$ cat src/rtl/uart_tx_feeder_if.sv
// ============================================================================
// Module   : uart_tx_feeder_if
// Brief    : Bus-side write port and transmitter handshake of uart_tx_feeder.
// Revision : 1.0
// ============================================================================
`default_nettype none

interface uart_tx_feeder_if #(
  parameter int CW = 5
);
  logic [7:0]    wr_data;
  logic          wr_en;
  logic          full;
  logic          empty;
  logic [CW-1:0] count;
  logic          overflow;
  logic          ovf_clr;
  logic [7:0]    data_tx;
  logic          transmit;
  logic          busy;

  // master: the bus writer together with the UART transmitter
  modport master (
    output wr_data, wr_en, ovf_clr, busy,
    input  full, empty, count, overflow, data_tx, transmit
  );

  // slave: the feeder itself
  modport slave (
    input  wr_data, wr_en, ovf_clr, busy,
    output full, empty, count, overflow, data_tx, transmit
  );
endinterface

`default_nettype wire

$ cat src/rtl/uart_tx_feeder.sv
// ============================================================================
// Module   : uart_tx_feeder
// Brief    : Byte FIFO plus request sequencer feeding a UART transmitter.
// Revision : 1.0
// ============================================================================
`default_nettype none

module uart_tx_feeder #(
  parameter int DEPTH = 16,
  parameter int CW    = $clog2(DEPTH) + 1
) (
  input  wire logic        clk,
  input  wire logic        rst,
  uart_tx_feeder_if.slave  bus
);

  localparam int AW = $clog2(DEPTH);

  typedef enum logic [1:0] {
    S_IDLE = 2'd0,
    S_REQ  = 2'd1,
    S_WAIT = 2'd2
  } state_t;

  state_t        r_state;
  state_t        w_state_nxt;

  logic [7:0]    r_mem [DEPTH];
  logic [AW-1:0] r_wr_ptr;
  logic [AW-1:0] r_rd_ptr;
  logic [CW-1:0] r_count;
  logic [CW-1:0] w_count_nxt;
  logic          r_full;
  logic          r_empty;
  logic          r_overflow;
  logic [7:0]    r_data_tx;

  logic          w_pop;
  logic          w_push;
  logic          w_drop;

  always_ff @(posedge clk) begin
    if (rst) begin
      r_state <= S_IDLE;
    end else begin
      r_state <= w_state_nxt;
    end
  end

  // The FSM only looks at registered empty, so a fresh write is seen one cycle later
  always_comb begin
    w_state_nxt = r_state;
    w_pop       = 1'b0;
    case (r_state)
      S_IDLE: begin
        if (!r_empty && !bus.busy) begin
          w_pop       = 1'b1;
          w_state_nxt = S_REQ;
        end
      end
      S_REQ: begin
        if (bus.busy) begin
          w_state_nxt = S_WAIT;
        end
      end
      S_WAIT: begin
        if (!bus.busy) begin
          w_state_nxt = S_IDLE;
        end
      end
      default: begin
        w_state_nxt = S_IDLE;
      end
    endcase
  end

  // A pop in the same cycle frees a slot, so a write at full is still accepted
  assign w_push = bus.wr_en && (!r_full || w_pop);
  assign w_drop = bus.wr_en && r_full && !w_pop;

  always_comb begin
    w_count_nxt = r_count;
    if (w_push && !w_pop) begin
      w_count_nxt = r_count + CW'(1);
    end else if (!w_push && w_pop) begin
      w_count_nxt = r_count - CW'(1);
    end
  end

  always_ff @(posedge clk) begin
    if (rst) begin
      r_wr_ptr   <= '0;
      r_rd_ptr   <= '0;
      r_count    <= '0;
      r_full     <= 1'b0;
      r_empty    <= 1'b1;
      r_overflow <= 1'b0;
      r_data_tx  <= 8'h00;
    end else begin
      if (w_push) begin
        r_wr_ptr <= r_wr_ptr + AW'(1);
      end
      if (w_pop) begin
        r_rd_ptr  <= r_rd_ptr + AW'(1);
        r_data_tx <= r_mem[r_rd_ptr];
      end
      r_count <= w_count_nxt;
      r_full  <= (w_count_nxt == CW'(DEPTH));
      r_empty <= (w_count_nxt == '0);
      if (w_drop) begin
        r_overflow <= 1'b1;
      end else if (bus.ovf_clr) begin
        r_overflow <= 1'b0;
      end
    end
  end

  // Storage is not reset; at full the head is read before the same slot is overwritten
  always_ff @(posedge clk) begin
    if (w_push) begin
      r_mem[r_wr_ptr] <= bus.wr_data;
    end
  end

  assign bus.full     = r_full;
  assign bus.empty    = r_empty;
  assign bus.count    = r_count;
  assign bus.overflow = r_overflow;
  assign bus.data_tx  = r_data_tx;
  assign bus.transmit = (r_state == S_REQ);

endmodule

`default_nettype wire

$ cat src/flat_wrapper.sv
// flat-port wrapper written by rule: the top's interface ports become plain ports
module uart_tx_feeder_flat 
#(
  parameter int DEPTH = 16,
  parameter int CW    = $clog2(DEPTH) + 1
)
  (clk, rst, bus_wr_data, bus_wr_en, bus_ovf_clr, bus_busy, bus_full, bus_empty, bus_count, bus_overflow, bus_data_tx, bus_transmit);
  uart_tx_feeder_if #(.CW(CW)) bus_i ();
  input  wire logic clk;
  input  wire logic rst;
  input wire logic [$bits(bus_i.wr_data)-1:0] bus_wr_data;
  input wire logic [$bits(bus_i.wr_en)-1:0] bus_wr_en;
  input wire logic [$bits(bus_i.ovf_clr)-1:0] bus_ovf_clr;
  input wire logic [$bits(bus_i.busy)-1:0] bus_busy;
  output wire logic [$bits(bus_i.full)-1:0] bus_full;
  output wire logic [$bits(bus_i.empty)-1:0] bus_empty;
  output wire logic [$bits(bus_i.count)-1:0] bus_count;
  output wire logic [$bits(bus_i.overflow)-1:0] bus_overflow;
  output wire logic [$bits(bus_i.data_tx)-1:0] bus_data_tx;
  output wire logic [$bits(bus_i.transmit)-1:0] bus_transmit;
  assign bus_i.wr_data = bus_wr_data;
  assign bus_i.wr_en = bus_wr_en;
  assign bus_i.ovf_clr = bus_ovf_clr;
  assign bus_i.busy = bus_busy;
  assign bus_full = bus_i.full;
  assign bus_empty = bus_i.empty;
  assign bus_count = bus_i.count;
  assign bus_overflow = bus_i.overflow;
  assign bus_data_tx = bus_i.data_tx;
  assign bus_transmit = bus_i.transmit;
  uart_tx_feeder #(.DEPTH(DEPTH), .CW(CW)) u_core (.clk(clk), .rst(rst), .bus(bus_i));
endmodule
$ cat config.mk
export PLATFORM = sky130hd
export DESIGN_NAME = uart_tx_feeder_flat
export DESIGN_NICKNAME = d
export VERILOG_FILES = /design/src/rtl/uart_tx_feeder_if.sv /design/src/rtl/uart_tx_feeder.sv /design/src/flat_wrapper.sv
export SDC_FILE = /design/constraint.sdc
export NUM_CORES = 1
export LEC_CHECK = 0
export ABC_AREA = 1
export BUFFER_PORTS_ARGS = -buffer_cell sky130_fd_sc_hd__buf_2
export CORE_MARGIN = 2
export CORE_UTILIZATION = 25
export CTS_CLUSTER_DIAMETER = 200
export DETAILED_ROUTE_END_ITERATION = 12
export SETUP_SLACK_MARGIN = 0.15
export SKIP_LAST_GASP = 1
export SLEW_MARGIN = 5
export SYNTH_ARGS = -nofsm -noshare
export SYNTH_HDL_FRONTEND = slang
export SYNTH_SLANG_ARGS = --single-unit
export TNS_END_PERCENT = 1
$ cat constraint.sdc
create_clock -name clk -period 2.53 [get_ports clk]
set_input_delay 0.1265 -clock clk [delete_from_list [all_inputs] [get_ports clk]]
set_output_delay 0.1265 -clock clk [all_outputs]
set_load 0.02 [all_outputs]
==> results.json, run 1 <==
{
  "period_needed_ns": 1.98,
  "r2r_start": "u_core.r_state[1]$_SDFFE_PP0P_",
  "drt-total-wl_um": 16400,
  "nets": 663,
  "vias": 4466,
  "async_flop_share_pct": 0,
  "critical_path_peak_fanout": 10,
  "fp-row-count": 58,
  "syn_to_final_growth_pct": 16.9,
  "grt_antenna_before_repair": 0,
  "viasPerCell": 4.53,
  "syn_avg_cell_area_um2": 10.7,
  "reg2regPathDepth": 7,
  "slew_headroom_pct": 48.7,
  "cp-startpoint": "u_core.r_state[1]$_SDFFE_PP0P_",
  "post-route-util_pct": 30.0,
  "grt_overflow": 0,
  "cp-end-kind": "flip-flop",
  "start_kind": "flip-flop",
  "gp_congestion": 0.831,
  "crit_arrival_ns": 2.04,
  "yosysSeqAreaShare_pct": 67.2,
  "die_y_um": 165,
  "tightestPinTransition_ns": 0.768,
  "ys.flop_type": "edfxtp_1",
  "synth_nets": 625,
  "maxCapViolations": 0,
  "crit_type": "flip-flop to flip-flop",
  "synth_warnings": 0,
  "fin_setup_tns_ns": 0,
  "peakVddDrop_mv": 0.493,
  "hold_viol_final": 0,
  "synth_top_cell_area_share_pct": 59.2,
  "grt_usage_pct": 12.6,
  "cts.sinks": 154,
  "dr.pass1.iters": 5,
  "clk_pin_slew_ns": 0.06,
  "post_drt_wl_per_cell_um": 16.7,
  "hp-class": "input port to flip-flop",
  "holdWs_ns": 0.0585,
  "grt_start_max_net_pins": 75,
  "worstPathRequired_ns": 2.59,
  "dp_hpwl_um": 10300,
  "reg2reg_to": "u_core.r_mem[14][7]$_DFFE_PP_",
  "clock.fmax_mhz": 506,
  "status": "finished, final reports clean",
  "syn-cell-area_mm2": 0.00649,
  "post_cts_buffers": 0,
  "cts_root_buf": "clkbuf_16",
  "final.setup.worst_slack_ns": 0.554,
  "ios": 30,
  "drtIter0Drc": 459,
  "synthDistinctLibCells": 30,
  "rsz0062_at_grt": "no",
  "combPwrFrac_pct": 14.7,
  "numPortBuffers": 29,
  "synthTopCellsByArea": "edfxtp_1, nor2_1, dfxtp_1",
  "power_frac_clock_pct": 38.1,
  "clkLatencyLatePin_ns": 0.43,
  "crit_end": "u_core.r_mem[14][7]$_DFFE_PP_",
  "pwr_density_cell_mw_per_mm2": 807,
  "fp.dieArea_mm2": 0.0273,
  "switching_power_mw": 1.68,
  "synth-seq-cells": 154,
  "cts_buffer_depth": 2,
  "pre_cts_ws_ns": 0.555,
  "drc": 0,
  "synth_edf_count": 128,
  "setup_viol": 0,
  "core_mm2": 0.0253,
  "grt_pass1_wl_um": 25200,
  "htreeDepth": 4,
  "layout-drive-gt1-share_pct": 13.9,
  "p_sw_share_pct": 27.5,
  "p_int_mw": 4.44,
  "rrSetupSlack_ns": 0.55,
  "diodes": 0,
  "die_w_um": 165,
  "post-route-period-util_pct": 78.1,
  "seqPwrFrac_pct": 47.2,
  "skew_ns": 0.00937,
  "maxSlewViolCount": 0,
  "cts_tree": "built",
  "synth_top_area_cell": "edfxtp_1",
  "grt_pass1_vias": 4272,
  "p_leak_nw": 2.72,
  "synthCells": 605,
  "ant_nets": 0,
  "cts_buffers": 17,
  "initial_core_util_pct": 25.6
}
==> power by group through the flow <==
| stage | sequential (mW) | combinational [mW] | clock [mW] |
|---|---|---|---|
| finish | 2.89 | 0.898 | 2.34 |
| global route | 2.90 | 1.00 | 2.47 |
| CTS | 2.89 | 0.908 | 2.37 |
| detailed placement | 2.95 | 0.900 | 0 |
| global placement | 2.95 | 0.892 | 0 |
| floorplan | 2.98 | 0.567 | 0 |
==> synth_stat cells (6+ instances only) <==
cell type,n
edfxtp_1,128
inv_1,37
ha_1,7
a21oi_1,12
o21ai_0,49
nand2_1,54
nor2_1,145
nand3_1,62
dfxtp_1,26
clkbuf_1,6
o211ai_1,16
buf_2,17
o21ai_1,12
==> cells by family (layout without fill, tap and decap cells) <==
kind of cell	count (synthesis)	count (layout)	synth area share, %
AND/OR/NAND/NOR	279	279	18.5
adder cells (fa/ha/maj)	7	7	1.35
XOR/XNOR	2	2	0.270
buffers and inverters	73	124	5.03
flip-flops	154	154	67.2
AO/OA/AOI/OAI	90	90	7.61
==> flip-flops by register name, indices dropped and copies added, names as in the netlist <==
register,count
u_core.r_state,2
u_core.r_wr_ptr,4
u_core.r_mem,128
u_core.bus.overflow,1
u_core.bus.count,5
u_core.r_rd_ptr,4
u_core.bus.data_tx,8
u_core.bus.empty,1
u_core.bus.full,1
==> per-layer routing <==
metal  vias to the layer above  part of all wire (%)  track usage, %  routed length [µm]
met5                         -                     0               0                   0
met4                         0                   2.1            4.39                 350
met3                        24                   6.5            3.15                1080
met2                       150                    46            19.6                7610
met1                      2136                    45            17.2                7380
li1                       2156                     -               -                   -
==> per-stage QoR <==
| step | cells | power [mW] | area [µm²] |
|---|---|---|---|
| after floorplan | 605 | 3.55 | 6490 |
| after global placement | 952 | 3.84 | 7040 |
| after detailed placement | 952 | 3.85 | 7040 |
| after CTS | 986 | 6.17 | 7590 |
| after global routing | 986 | 6.38 | 7590 |
| final | 986 | 6.13 | 7590 |
==> critical path, cell delays in order (launching register included) <==
cell and delay, ns:
dfxtp_1 0.35, nor2_4 0.19, nand2_4 0.13, nand2_1 0.10, nand2_2 0.09, inv_2 0.09
nand2_1 0.12, nor2_1 0.54
==> layout make-up <==
cell class	instances	area [µm²]
Tap cell	330	413
Inverter	44	170
Fill cell	2544	17700
Clock inverter	14	105
Clock buffer	18	429
Sequential cell	154	4370
Multi-Input combinational cell	378	1800
Timing Repair Buffer	48	305
==> worst min path at each step <==
stage                      from  slack, ns                                to  cells after the start
floorplan              bus_busy       0.22    u_core.r_state[0]$_SDFFE_PP0P_                      1
global placement    bus_ovf_clr       0.38  u_core.bus.overflow$_SDFFE_PP0P_                      4
detailed placement  bus_ovf_clr       0.39  u_core.bus.overflow$_SDFFE_PP0P_                      4
CTS                   bus_wr_en       0.06  u_core.bus.overflow$_SDFFE_PP0P_                      3
global route          bus_wr_en       0.08  u_core.bus.overflow$_SDFFE_PP0P_                      3
finish                bus_wr_en       0.06  u_core.bus.overflow$_SDFFE_PP0P_                      3
==> what timing repair did <==
item                                   4_1_cts  5_1_grt
hold buffers                                 2        0
resized for setup                            0        0
endpoints found under the hold margin        3        0
==> layout by cell type, fill, tap and decap left out, types with 2 or more instances in the layout <==
cell,count
xor2_1,2
dlygate4sd3_1,2
o211ai_1,16
nand3_1,62
clkinv_2,4
buf_2,29
nand4_1,4
nor2_1,145
edfxtp_1,128
a21oi_1,12
nand3_2,2
nor2_4,2
inv_6,2
clkbuf_16,17
nand2_1,54
ha_1,7
clkinv_1,5
dfxtp_1,25
o21ai_0,49
inv_1,37
clkinvlp_4,3
o21ai_1,12
buf_4,16
nor2_2,4
inv_2,5
(Power assumes the default switching activity.)
==> inputs of run 2 (changes only) <==
ABC_AREA = 0   (was 1)
clock period = 1.9 ns   (was 2.53 ns; I/O delays follow)
==> results.json, run 2 <==
{
  "post_drt_wl_per_cell_um": 18.7,
  "cts.sinks": 154,
  "syn_to_final_growth_pct": 29.6,
  "synth_top_area_cell": "edfxtp_1",
  "period_needed_ns": 1.86,
  "drt-total-wl_um": 14300,
  "start_kind": "flip-flop",
  "numPortBuffers": 29,
  "cts_root_buf": "clkbuf_16",
  "initial_core_util_pct": 25.3,
  "nets": 445,
  "async_flop_share_pct": 0,
  "synth_warnings": 0,
  "multiInputGateArea_mm2": 0.00184,
  "grt_pass1_vias": 3641,
  "synth_nets": 373,
  "ios": 30,
  "diodes": 0,
  "maxCapViolations": 0,
  "hold_viol_final": 0,
  "fin_setup_tns_ns": 0,
  "clk_pin_slew_ns": 0.06,
  "crit_type": "flip-flop to flip-flop",
  "mostFrequentLayoutCells": "edfxtp_1, mux4_2, buf_2",
  "layout-drive-gt1-share_pct": 40.4,
  "p_leak_nw": 2.67,
  "drc": 0,
  "syn_avg_cell_area_um2": 17.4,
  "setup_viol": 0,
  "ant_nets": 0,
  "regArea_mm2": 0.00437,
  "synth-seq-cells": 154,
  "grt_antenna_before_repair": 0,
  "critical_path_peak_fanout": 18,
  "synthCells": 353,
  "grt_usage_pct": 11.5,
  "fillers": 2323,
  "core_mm2": 0.0242,
  "crit_arrival_ns": 2.17,
  "post-route-period-util_pct": 97.9,
  "die_y_um": 161,
  "yosysMostFrequentCell": "edfxtp_1",
  "clock.fmax_mhz": 537,
  "regMostFlops": "u_core.r_mem",
  "drtIter0Drc": 421,
  "p_total_mw": 8.40,
  "ys.flop_type": "edfxtp_1",
  "syn-cell-area_mm2": 0.00615,
  "grt_start_max_net_pins": 20,
  "skew_ns": 0.00732,
  "dr.pass1.iters": 5,
  "worstPathRequired_ns": 2.21,
  "peakVddDrop_mv": 0.544,
  "synth_top_cell_area_share_pct": 62.5,
  "cp-end-kind": "flip-flop",
  "gp_congestion": 0.772,
  "tightestPinTransition_ns": 0.879,
  "slew_headroom_pct": 41.3,
  "maxSlewViolCount": 0,
  "hp-class": "input port to flip-flop",
  "largest_reg_flops": 128,
  "cts_buffer_depth": 2,
  "viasPerCell": 4.66,
  "synth_edf_count": 128,
  "grt_overflow": 0,
  "dp_hpwl_um": 9330,
  "fp.dieArea_mm2": 0.0259,
  "synthTopCellsByArea": "edfxtp_1, mux4_2, dfxtp_1",
  "status": "finished, final reports clean",
  "grt_pass1_wl_um": 21900,
  "die_w_um": 161,
  "final_common_cell": "edfxtp_1",
  "yosys-top-cells-count": "edfxtp_1, mux4_2, nor2_1",
  "pwr_density_cell_mw_per_mm2": 1050,
  "yosysSeqAreaShare_pct": 71.0,
  "synthDistinctLibCells": 43,
  "clkLatencyLatePin_ns": 0.41,
  "cts_buffers": 17,
  "htreeDepth": 4,
  "rsz0062_at_grt": "yes",
  "vias": 3551,
  "fp-row-count": 57,
  "cts_tree": "built"
}
==> run 2: cell types whose count changed after synthesis, moves of 9 or more <==
cell,previous run,this run
inv_1,37,9
a22oi_1,0,16
nand3_1,62,4
nand2_1,54,9
o21ai_1,12,0
nor2_1,145,27
buf_2,17,4
mux4_2,0,32
o21ai_0,49,1
a21oi_1,12,3
o211ai_1,16,0
==> run 2: cells by family (layout without fill, tap and decap cells) <==
logic type,after synthesis,count (layout),synth area share [%]
fa+ha+maj,7,7,1.43
xor+xnor,9,9,1.28
mux,35,35,12.2
simple gates,72,72,5.94
flops,154,154,71.0
buf+inv,28,113,1.97
compound gates,48,48,6.15
==> run 2: final cells by class <==
type                            count  share of cell area, %
Clock buffer                       17                   5.34
Clock inverter                     15                   2.07
Inverter                            9                  0.424
Multi-Input combinational cell    171                   23.2
Sequential cell                   154                   54.9
Tap cell                          324                   5.09
Timing Repair Buffer               72                   9.02
==> run 2: per-layer routing <==
metal	global-route usage, %	vias to the layer above	share of wire, %
met2	17.9	127	48
met3	3.80	15	7.5
met5	0	-	0
li1	-	1555	-
met4	3.53	0	1.1
met1	15.2	1854	43
==> run 2: what timing repair did <==
action                                  CTS  global route
endpoints found under the hold margin     3             0
buffers inserted                          2             6
pin swaps                                 6             1
hold buffers                              2             0
endpoints found under the setup margin  140           141
gates resized for setup                  11             4
==> run 2: through the flow <==
step	cells	setup slack, ns	hold WS (ns)	area, µm²	utilization, %
finish	762	0.0392	0.0591	7960	32.8
global route	762	-0.0113	0.0647	7960	32.8
global placement	720	-0.0693	0.335	7160	29.5
CTS	756	0.0322	0.0410	7860	32.4
floorplan	353	-0.166	0.167	6260	-
detailed placement	720	-0.0372	0.353	7160	29.5
==> run 2: worst paths after layout <==
path / startpoint / to / slack (ns) / cells past startpoint
max: u_core.r_state[0]$_SDFFE_PP0P_ / u_core.bus.empty$_SDFF_PP1_ / 0.04 / 5
min: rst / u_core.bus.count[0]$_SDFF_PP0_ / 0.06 / 2
max reg2reg: u_core.r_state[0]$_SDFFE_PP0P_ / u_core.bus.empty$_SDFF_PP1_ / 0.04 / 5
min reg2reg: u_core.bus.data_tx[3]$_SDFFE_PP0P_ / u_core.bus.data_tx[3]$_SDFFE_PP0P_ / 0.49 / 1
==> run 2: power by group <==
group          internal [mW]  switching (mW)
clock network           1.97            1.38
logic                  0.567           0.648
registers               3.76          0.0669
==> run 2: worst max-delay path: stages, from the launching register on <==
cell and delay [ns]:
dfxtp_2 0.32, or4_4 0.55, buf_8 0.20, mux2i_4 0.21, xor2_2 0.17, o41ai_2 0.32
==> inputs of run 3 (changes only) <==
GPL_TIMING_DRIVEN = 0   (was not set)
clock period = 1.88 ns   (was 1.9 ns; I/O delays follow)
==> results.json, run 3 (synthesized netlist as in run 2, its figures left out) <==
{
  "final.setup.worst_slack_ns": -0.186,
  "vias": 3476,
  "hold_end": "u_core.r_mem[7][0]$_DFFE_PP_",
  "violations": "setup timing",
  "switching_power_mw": 2.23,
  "core_mm2": 0.0242,
  "drtIter0Drc": 403,
  "path_cells": "or4_4 > buf_8 > a21oi_4 > buf_12 > nand2_4 > nor3_4 > buf_6",
  "slew_headroom_pct": 44.0,
  "hold_viol_final": 0,
  "p_leak_nw": 2.60,
  "maxSlewViolCount": 0,
  "r2r_start": "u_core.bus.empty$_SDFF_PP1_",
  "grt_start_max_net_pins": 18,
  "fp-row-count": 57,
  "nets": 444,
  "cts_buffer_depth": 2,
  "crit_buf_inv": 3,
  "grt_overflow": 0,
  "grt_usage_pct": 11.2,
  "initial_core_util_pct": 25.3,
  "setup_viol": 129,
  "rsz0062_at_grt": "yes",
  "numPortBuffers": 29,
  "dr.pass1.iters": 4,
  "combPwrFrac_pct": 13.2,
  "grt_pass1_vias": 3621,
  "layout-drive-gt1-share_pct": 38.0,
  "seqPwrFrac_pct": 45.4,
  "regMostFlops": "u_core.r_mem",
  "hp-class": "input port to flip-flop",
  "period_needed_ns": 2.07,
  "fillers": 2359,
  "start_kind": "flip-flop",
  "min_from": "bus_wr_data[0]",
  "diodes": 0,
  "cts_buffers": 17,
  "final_common_cell": "edfxtp_1",
  "die_w_um": 161,
  "cts_root_buf": "clkbuf_16",
  "reg2regPathDepth": 7,
  "syn_to_final_growth_pct": 28.3,
  "critPathTopFamily": "simple AND/OR/NAND/NOR gates",
  "crit_type": "flip-flop to flip-flop",
  "fp.dieArea_mm2": 0.0259,
  "power_frac_clock_pct": 41.5,
  "cp_num_cells": 7,
  "rrSetupSlack_ns": -0.19,
  "post_drt_wl_per_cell_um": 18.1,
  "ios": 30,
  "grt_antenna_before_repair": 1,
  "cts_tree": "built",
  "cpMaxStageDelayCell": "or4_4",
  "largest_reg_flops": 128,
  "dp_hpwl_um": 8870,
  "gp_congestion": 0.754,
  "maxCapViolations": 0,
  "fin_setup_tns_ns": -14.93,
  "post-route-period-util_pct": 110,
  "critical_path_peak_fanout": 4,
  "pwr_density_cell_mw_per_mm2": 1090,
  "peakVddDrop_mv": 0.575,
  "clock.fmax_mhz": 484,
  "die_y_um": 161,
  "worstPathRequired_ns": 2.03,
  "viasPerCell": 4.57,
  "grt_pass1_wl_um": 21300,
  "clkLatencyLatePin_ns": 0.43,
  "drt-total-wl_um": 13800,
  "drc": 0,
  "crit_arrival_ns": 2.22,
  "ant_nets": 0,
  "status": "complete, but fails checks",
  "hold_depth": 1,
  "reg2reg_to": "u_core.r_mem[1][5]$_DFFE_PP_",
  "holdWs_ns": 0.0759,
  "clk_pin_slew_ns": 0.07,
  "skew_ns": 0.00887,
  "tightestPinTransition_ns": 0.837,
  "mostFrequentLayoutCells": "edfxtp_1, mux4_2, buf_2",
  "cp-end-kind": "flip-flop",
  "cts.sinks": 154,
  "p_sw_share_pct": 26.0,
  "cpPeakStageDelay_ns": 0.51,
  "p_int_mw": 6.35,
  "post-route-util_pct": 32.5,
  "htreeDepth": 4
}
run 3: cell type report:
| cell class | count | area [µm²] | area share (%) |
|---|---|---|---|
| clock inverter | 15 | 205 | 2.60 |
| buffer | 19 | 134 | 1.70 |
| multi-input combinational | 171 | 1890 | 24.0 |
| inverter | 9 | 33.8 | 0.429 |
| sequential | 154 | 4370 | 55.5 |
| timing repair buffer | 52 | 414 | 5.25 |
| tap | 324 | 405 | 5.14 |
| clock buffer | 17 | 425 | 5.40 |
run 3: how the worst max path moves through the flow:
stage                                   start                             to
6_report          u_core.bus.empty$_SDFF_PP1_   u_core.r_mem[1][5]$_DFFE_PP_
4_1_cts           u_core.bus.empty$_SDFF_PP1_   u_core.r_mem[0][3]$_DFFE_PP_
3_5_place_dp   u_core.r_state[1]$_SDFFE_PP0P_  u_core.r_mem[11][4]$_DFFE_PP_
3_3_place_gp   u_core.r_state[1]$_SDFFE_PP0P_  u_core.r_mem[15][1]$_DFFE_PP_
5_1_grt           u_core.bus.empty$_SDFF_PP1_   u_core.r_mem[1][3]$_DFFE_PP_
2_1_floorplan     u_core.bus.empty$_SDFF_PP1_   u_core.r_mem[0][0]$_DFFE_PP_
run 3: per-stage QoR:
step / worst slack (ns) / std cells / power [mW] / cell area [µm²]
final: -0.186 / 761 / 8.59 / 7880
after global routing: -0.237 / 761 / 8.89 / 7880
after CTS: -0.178 / 760 / 8.60 / 7800
after detailed placement: -0.799 / 706 / 4.96 / 6820
after global placement: -0.789 / 706 / 4.92 / 6820
after floorplan: -0.186 / 353 / 4.64 / 6260
run 3: power groups by stage:
stage | registers (mW) | logic (mW) | clock network [mW]
after global placement | 3.96 | 0.966 | 0
after global routing | 3.91 | 1.22 | 3.77
after detailed placement | 3.97 | 0.987 | 0
final | 3.90 | 1.13 | 3.56
after CTS | 3.89 | 1.10 | 3.61
after floorplan | 4.00 | 0.632 | 0
run 3: metal layers:
| metal | part of all wire, % | track usage (%) |
|---|---|---|
| met1 | 45 | 15.2 |
| met2 | 47 | 17.3 |
| met3 | 5.5 | 2.84 |
| met4 | 2.4 | 4.22 |
| met5 | 0.080 | 0 |
run 3: what timing repair did:
action / 4_1_cts / 5_1_grt
hold buffers: 4 / 0
setup buffers: 18 / 1
pin swaps: 12 / 3
resized for setup: 30 / 15
setup endpoints to repair: 144 / 147
hold endpoints to repair: 4 / 0
run 3: worst register-to-register path: stages (launching register included):
cell,delay (ns)
dfxtp_4,0.35
or4_4,0.51
buf_8,0.15
a21oi_4,0.20
buf_12,0.14
nand2_4,0.11
nor3_4,0.18
buf_6,0.15
